$ cat src/rtl/rst_seq_pkg.sv
// rst_seq_pkg: sequencer state encoding and default timing constants.
package rst_seq_pkg;
  typedef enum logic [1:0] {PLL_RST, WAIT_LOCK, STABLE, READY} state_e;
  localparam int DEF_PLL_RST_CYCLES      = 16;
  localparam int DEF_LOCK_TIMEOUT_CYCLES = 20000;
  localparam int DEF_STABLE_CYCLES       = 256;
  localparam int RETRY_MAX               = 15;
endpackage

$ cat src/rtl/sync_2ff.sv
// sync_2ff: two-flop synchronizer for a single asynchronous level, async active-low reset to 0.
module sync_2ff (
  input  logic i_clk,
  input  logic i_rst_n,
  input  logic i_d,
  output logic o_q
);
  logic meta_q, meta_d, sync_q, sync_d;
  always_comb begin
    meta_d = i_d;
    sync_d = meta_q;
  end
  always_ff @(posedge i_clk or negedge i_rst_n) begin
    if (!i_rst_n) begin
      meta_q <= 1'b0;
      sync_q <= 1'b0;
    end else begin
      meta_q <= meta_d;
      sync_q <= sync_d;
    end
  end
  assign o_q = sync_q;
endmodule

$ cat src/rtl/rst_sequencer.sv
// rst_sequencer: pulses the PLL reset, waits for a stable lock, then flags ready.
// Define RST_SEQ_RETRY_CNT_EN to add the saturating o_retry_count output.
module rst_sequencer
  import rst_seq_pkg::*;
#(
  parameter int PLL_RST_CYCLES      = DEF_PLL_RST_CYCLES,
  parameter int LOCK_TIMEOUT_CYCLES = DEF_LOCK_TIMEOUT_CYCLES,
  parameter int STABLE_CYCLES       = DEF_STABLE_CYCLES
) (
  input  logic       i_clk,
  input  logic       i_rst_n,
  input  logic       i_pll_locked,
  output logic       o_pll_reset,
  output logic       o_ready
`ifdef RST_SEQ_RETRY_CNT_EN
  ,
  output logic [3:0] o_retry_count
`endif
);
  localparam int MAX_A = PLL_RST_CYCLES > LOCK_TIMEOUT_CYCLES ? PLL_RST_CYCLES : LOCK_TIMEOUT_CYCLES;
  localparam int MAX_P = MAX_A > STABLE_CYCLES ? MAX_A : STABLE_CYCLES;
  localparam int CW    = $clog2(MAX_P) + 1;
  localparam logic [CW-1:0] RST_LAST = CW'(PLL_RST_CYCLES - 1);
  localparam logic [CW-1:0] TMO_LAST = CW'(LOCK_TIMEOUT_CYCLES - 1);
  localparam logic [CW-1:0] STB_LAST = CW'(STABLE_CYCLES - 1);

  state_e          state_q, state_d;
  logic [CW-1:0]   cnt_q, cnt_d;
  logic            pll_reset_q, pll_reset_d;
  logic            ready_q, ready_d;
  logic            lock_s;

  sync_2ff u_sync (
    .i_clk   (i_clk),
    .i_rst_n (i_rst_n),
    .i_d     (i_pll_locked),
    .o_q     (lock_s)
  );

  // Lock is tested before timeout so a lock arriving on the last wait cycle wins.
  always_comb begin
    state_d = state_q;
    case (state_q)
      PLL_RST:   if (cnt_q == RST_LAST) state_d = WAIT_LOCK;
      WAIT_LOCK: if (lock_s) state_d = STABLE; else if (cnt_q == TMO_LAST) state_d = PLL_RST;
      STABLE:    if (!lock_s) state_d = WAIT_LOCK; else if (cnt_q == STB_LAST) state_d = READY;
      default:   if (!lock_s) state_d = PLL_RST;
    endcase
    cnt_d       = (state_d != state_q || state_q == READY) ? '0 : cnt_q + 1'b1;
    pll_reset_d = state_d == PLL_RST;
    ready_d     = state_d == READY;
  end

`ifdef RST_SEQ_RETRY_CNT_EN
  logic [3:0] retry_q, retry_d;
  // Every entry into PLL_RST after reset release is a retry.
  always_comb
    retry_d = (state_d == PLL_RST && state_q != PLL_RST && retry_q != 4'(RETRY_MAX))
              ? retry_q + 4'd1 : retry_q;
  always_ff @(posedge i_clk or negedge i_rst_n) begin
    if (!i_rst_n) retry_q <= '0;
    else          retry_q <= retry_d;
  end
  assign o_retry_count = retry_q;
`endif

  always_ff @(posedge i_clk or negedge i_rst_n) begin
    if (!i_rst_n) begin
      state_q     <= PLL_RST;
      cnt_q       <= '0;
      pll_reset_q <= 1'b1;
      ready_q     <= 1'b0;
    end else begin
      state_q     <= state_d;
      cnt_q       <= cnt_d;
      pll_reset_q <= pll_reset_d;
      ready_q     <= ready_d;
    end
  end

  assign o_pll_reset = pll_reset_q;
  assign o_ready     = ready_q;
endmodule

$ cat config.mk
export PLATFORM = sky130hd
export DESIGN_NAME = rst_sequencer
export DESIGN_NICKNAME = d
export VERILOG_FILES = /design/src/rtl/rst_seq_pkg.sv /design/src/rtl/sync_2ff.sv /design/src/rtl/rst_sequencer.sv
export SDC_FILE = /design/constraint.sdc
export NUM_CORES = 1
export LEC_CHECK = 0
export CAP_MARGIN = 10
export CORE_UTILIZATION = 30
export DETAILED_ROUTE_END_ITERATION = 8
export HOLD_SLACK_MARGIN = 0.08
export PLACE_DENSITY = 0.45
export SLEW_MARGIN = 40
export SYNTH_ARGS = -nofsm -noshare
export SYNTH_HDL_FRONTEND = slang
export SYNTH_HIERARCHICAL = 1
export SYNTH_SLANG_ARGS = --single-unit
$ cat constraint.sdc
create_clock -name i_clk -period 2.57 [get_ports i_clk]
set_input_delay 0.771 -clock i_clk [delete_from_list [all_inputs] [get_ports i_clk]]
set_output_delay 0.771 -clock i_clk [all_outputs]
set_load 0.005 [all_outputs]
# ---- After elaboration in Yosys (flattened, before gate mapping)
# Cells that the tools add are included.
dict set report totals {
  wordCells 26
  inputBits 3
  regBits 22
  memories 0
  mem_bits_rw 0
  romBits 0
  latch_bits 0
  output_inout_bits 2
}
dict set report op_classes {
  add_sub_neg 1
  eq_ne 8
  mul 0
  magnitude_cmp 0
  n_div 0
  n_bitwise 0
  n_shift 0
  n_reduce_logical 3
  n_mux 8
}
# cell n
set op_table {}
lappend op_table {{16-bit by 1-bit adder with 16-bit output, second input constant} 1}
lappend op_table {{16-bit by 15-bit == test with 1-bit output, second input constant} 1}
lappend op_table {{16-bit by 4-bit == test with 1-bit output, second input constant} 1}
lappend op_table {{16-bit by 8-bit == test with 1-bit output, second input constant} 1}
lappend op_table {{16-bit two-way mux} 1}
lappend op_table {{2-bit two-way mux} 6}
lappend op_table {{2-bit == test, second input constant} 3}
lappend op_table {{2-bit case mux with 3 select lines} 1}
lappend op_table {{2-bit logical NOT} 2}
lappend op_table {{2-bit by 1-bit == test with 1-bit output, second input constant} 1}
lappend op_table {{2-bit inequality test} 1}
lappend op_table {{1-bit logical OR} 1}

# ---- Logic depth before layout (Yosys ltp)
dict set report depth {
  depth_word 7
  mapped_depth 6
}

# ---- Modules after synthesis
# The synthesis kept the hierarchy.
# mod n_inst area_each_um2 cells_each seq_area_each_um2
set modules_own_cells {}
lappend modules_own_cells {rst_sequencer 1 1077.3 106 501.7}
lappend modules_own_cells {sync_2ff 1 50.0 2 50.0}

# ---- Least setup slack after synthesis
# OpenSTA, ideal clock, no wires.
dict set report synth_path {
  kind {register to register}
  start {register cnt_q[8]}
  end {register state_q[0]}
  slack_ps 443
  path_stages_with_launch 5
  arrival_ps 1995
  setup_ps 131
  period_less_slack_ps 2127
  cell_sequence {dfrtp_1 -> or4_4 -> or4_4 -> nor3b_1 -> or3_1}
}
dict set report synth_between {
  elab_chain_cells 4
}
# element line
set synth_lines {}
lappend synth_lines {{start, declared} rst_sequencer.sv:28} ;# logic [CW-1:0] cnt_q, cnt_d;
lappend synth_lines {{start signal, assigned} rst_sequencer.sv:75} ;# cnt_q <= cnt_d;
lappend synth_lines {{16-bit by 8-bit == test with 1-bit output or 16-bit by 15-bit == test with 1-bit output (tied branches)} {rst_sequencer.sv:46, rst_sequencer.sv:45}}
lappend synth_lines {{2-bit two-way mux, on equally long branches (2 in a row)} {rst_sequencer.sv:46, rst_sequencer.sv:45}}
lappend synth_lines {{2-bit case mux with 3 select lines *} rst_sequencer.sv:43} ;# case (state_q)
lappend synth_lines {{named net state_d[0]} rst_sequencer.sv:27} ;# state_e state_q, state_d;
lappend synth_lines {{end signal, assigned} rst_sequencer.sv:74} ;# state_q <= state_d;
lappend synth_lines {{end, declared} rst_sequencer.sv:27}
# Mark *: on every way through the listed nets, which the timed path passes. The rest lies on a longest branch.

# ---- Worst setup path after layout
dict set report layout_path {
  start {register cnt_q[8]}
  end {register cnt_q[0]}
}
dict set report layout_between {
  elab_chain_cells 7
}
# element line
set layout_lines {}
lappend layout_lines {{16-bit by 8-bit == test with 1-bit output or 16-bit by 15-bit == test with 1-bit output (tied branches)} {rst_sequencer.sv:46, rst_sequencer.sv:45}}
lappend layout_lines {{2-bit two-way mux, on equally long branches (2 in a row)} {rst_sequencer.sv:46, rst_sequencer.sv:45}}
lappend layout_lines {{2-bit case mux with 3 select lines *} rst_sequencer.sv:43}
lappend layout_lines {{2-bit inequality test *} rst_sequencer.sv:49} ;# cnt_d = (state_d != state_q || state_q == READY) ? '0 : cnt_q + 1'b1;
lappend layout_lines {{1-bit logical OR *} rst_sequencer.sv:49}
lappend layout_lines {{16-bit two-way mux *} rst_sequencer.sv:49}
lappend layout_lines {{named net cnt_d[0]} rst_sequencer.sv:28}
# Marked as above.

==> qor.txt <==
status: finished clean
drt initial violations: 43
Yosys reg bits: 22
nets: 118
Crit Path Class: reg -> reg
post-CTS resize count: 0
# IOs: 5
main combinational cell family by area after synthesis: simple AND/OR/NAND/NOR gates
Max Freq: 0.435 GHz
sequential fraction of the synthesis area: 0.489
Final setup viols: 0
maximum clock path buffer count: 2
critical path peak fanout: 16
final setup TNS: 0 ns
critical path's top delay family: simple AND/OR/NAND/NOR gates
Synth top area share: 0.466
Post-Place Cells: 155
cell taking the most area after synthesis: dfrtp_1
global route overflow: 0
HPWL after DPL: 1560 um
TritonRoute pass-1 iters: 4
post-synthesis xor/xnor area fraction: 0.101
count leader, synth: dfrtp_1
crit-path cells: or4_4, or4_4, a22oi_4, a211oi_1
ANT cells: 0
simple-gate area share of the yosys netlist: 0.245
Die Span X: 63.3 um
initial antenna violation count: 0
largest net degree at the start of global routing: 23
CORE AREA: 3470 um^2
clk sink count: 22
Post-synth EDFFs: 0
Crit path top cell by count: or4_4
crit-path max cell delay: 0.57 ns
Mapped Area: 1130 um^2
critical path arrival: 2.43 ns
Syn Area/Cell: 10.4 um^2
share of post-route cells with drive strength above 1: 0.133
Async SR Flop Fraction: 1.00
# H-tree levels: 1
# hold bufs at CTS: 0
worst slew margin relative to its limit: 0.704
Final Non-Filler Cells: 159
DRC Markers: 0
die area: 4010 um^2
Ys Warns: 6
CTS tree: yes
hold crit path type: reg -> reg
Tightest Pin Transition: 0.444 ns
area delta synth->final: 12.5%
critical path's slowest cell: or4_4
final worst-path cycle share: 0.895
first-pass GRT wire length: 3970 um
RSZ-0062 raised after global routing: false
syn_nets: 112
TritonCTS buffer count: 3
row count: 21
Max VDD drop: 213 uV
Via density: 5.16
post-synthesis mux area share: 0
Clock transition at path regs: 0.08 ns
Post-synth top flop: dfrtp_1
FILL cells: 359
gpl congestion: 0.824
Vias: 820
synth top area cells: dfrtp_1, a21oi_1, xor2_1, xnor2_1, or4_4
post-DR wirelength/cell: 14.2 um
Tot GR Track Use: 0.129
Synth Area in Compound Gates: 0.123
Root Buffer: clkbuf_8
multi-input gate area in the final layout: 542 um^2
post-CTS setup repair buffer count: 0
Max Slew Vio Count: 0
Worst-Skew Late Latency: 0.26 ns
WP data required: 2.70 ns
number of global-route vias before repair: 846
Syn Inst Count: 108
Power per Cell Area: 811 nW/um^2
PortBufs: 4
Fin Hold WS: 0.358 ns
min cycle time layout: 2.30 ns
synth unique cells: 33
maxcap violations: 0
buffer and inverter count on the worst path: 0
Leak Pwr: 0.505 nW
Post-Synth Adder-Cell Area: 0.0111
synth cell count leaders: dfrtp_1, a21oi_1, nand2_1, xor2_1
final hold violations: 0
Chip Height: 63.3 um
Sequential Area: 552 um^2
Detail Route Antenna Nets: 0
CP endpoint kind: flop
skew final: 0.00498 ns
type of origin of the critical path: flop
Initial Util: 0.325
Final Routed Wirelength: 2260 um
final cells by class:
cell class,instances,area share
Clock buffer,4,0.0434
Tap cell,46,0.0454
Sequential cell,22,0.435
Multi-Input combinational cell,79,0.427
Timing Repair Buffer,6,0.0434
Inverter,2,0.00592
state kept, by name (all words and copies together), names as in the netlist:
signal and count:
o_ready 1, o_pll_reset 1, cnt_q 16, u_sync/meta_q 1, state_q 2, u_sync/o_q 1
stage by stage:
stage               setup slack [ns]  total power [mW]  cell area [um^2]  utilization
finish                         0.269              1.03              1270        0.366
detailed placement             0.276             0.783              1210        0.350
CTS                            0.267              1.04              1270        0.366
global placement               0.308             0.785              1210        0.350
floorplan                      0.443             0.713              1130            -
global route                   0.161              1.11              1270        0.366
kinds of logic (layout without fill, tap and decap cells):
group / Yosys count / count (layout)
xor+xnor: 13 / 13
flops: 22 / 22
buf+inv: 7 / 12
simple gates: 44 / 44
compound gates: 21 / 21
fa+ha+maj: 1 / 1
metal layers:
metal | track usage | vias to the layer above | share of wire
li1 | - | 402 | -
met4 | 0.0597 | 0 | 0.0093
met3 | 0.0290 | 2 | 0.027
met1 | 0.173 | 409 | 0.51
met5 | 0 | - | 0
met2 | 0.195 | 7 | 0.45
power by group:
part | switching [mW] | internal, mW
Combinational | 0.174 | 0.117
Clock | 0.117 | 0.137
Sequential | 0.0685 | 0.417
Total | 0.359 | 0.670
final timing paths:
path | start | end | slack, ns | cells after the start
setup / recovery | cnt_q[8]$_DFF_PN0_ | cnt_q[0]$_DFF_PN0_ | 0.27 | 4
hold / removal | u_sync/meta_q$_DFF_PN0_ | u_sync/o_q$_DFF_PN0_ | 0.36 | 0
setup reg to reg | cnt_q[8]$_DFF_PN0_ | cnt_q[0]$_DFF_PN0_ | 0.27 | 4
hold reg to reg | u_sync/meta_q$_DFF_PN0_ | u_sync/o_q$_DFF_PN0_ | 0.36 | 0
max in group asynchronous | i_rst_n | o_pll_reset$_DFF_PN1_ | 1.44 | 2
min in group asynchronous | i_rst_n | state_q[1]$_DFF_PN0_ | 0.85 | 2
placed cells by master, fill, tap and decap left out, drive strengths merged:
cell,netlist,final
dfstp,1,1
and4,3,3
a22oi,1,1
buf,1,2
clkbuf,4,4
nand3,6,6
a21oi,13,13
and2,1,1
clkdlybuf4s50,0,4
or3,2,2
xor2,7,7
o22ai,1,1
nor3,3,3
a2bb2oi,1,1
nand2b,1,1
ha,1,1
inv,2,2
or4b,1,1
nor2b,2,2
nor4,2,2
nor2,3,3
or2,1,1
o21a,1,1
and3,1,1
or4,5,5
nand4,5,5
nand2,7,7
a211oi,4,4
xnor2,6,6
dfrtp,21,21
nor3b,1,1
Note: power is estimated with default switching activity, not from simulation.
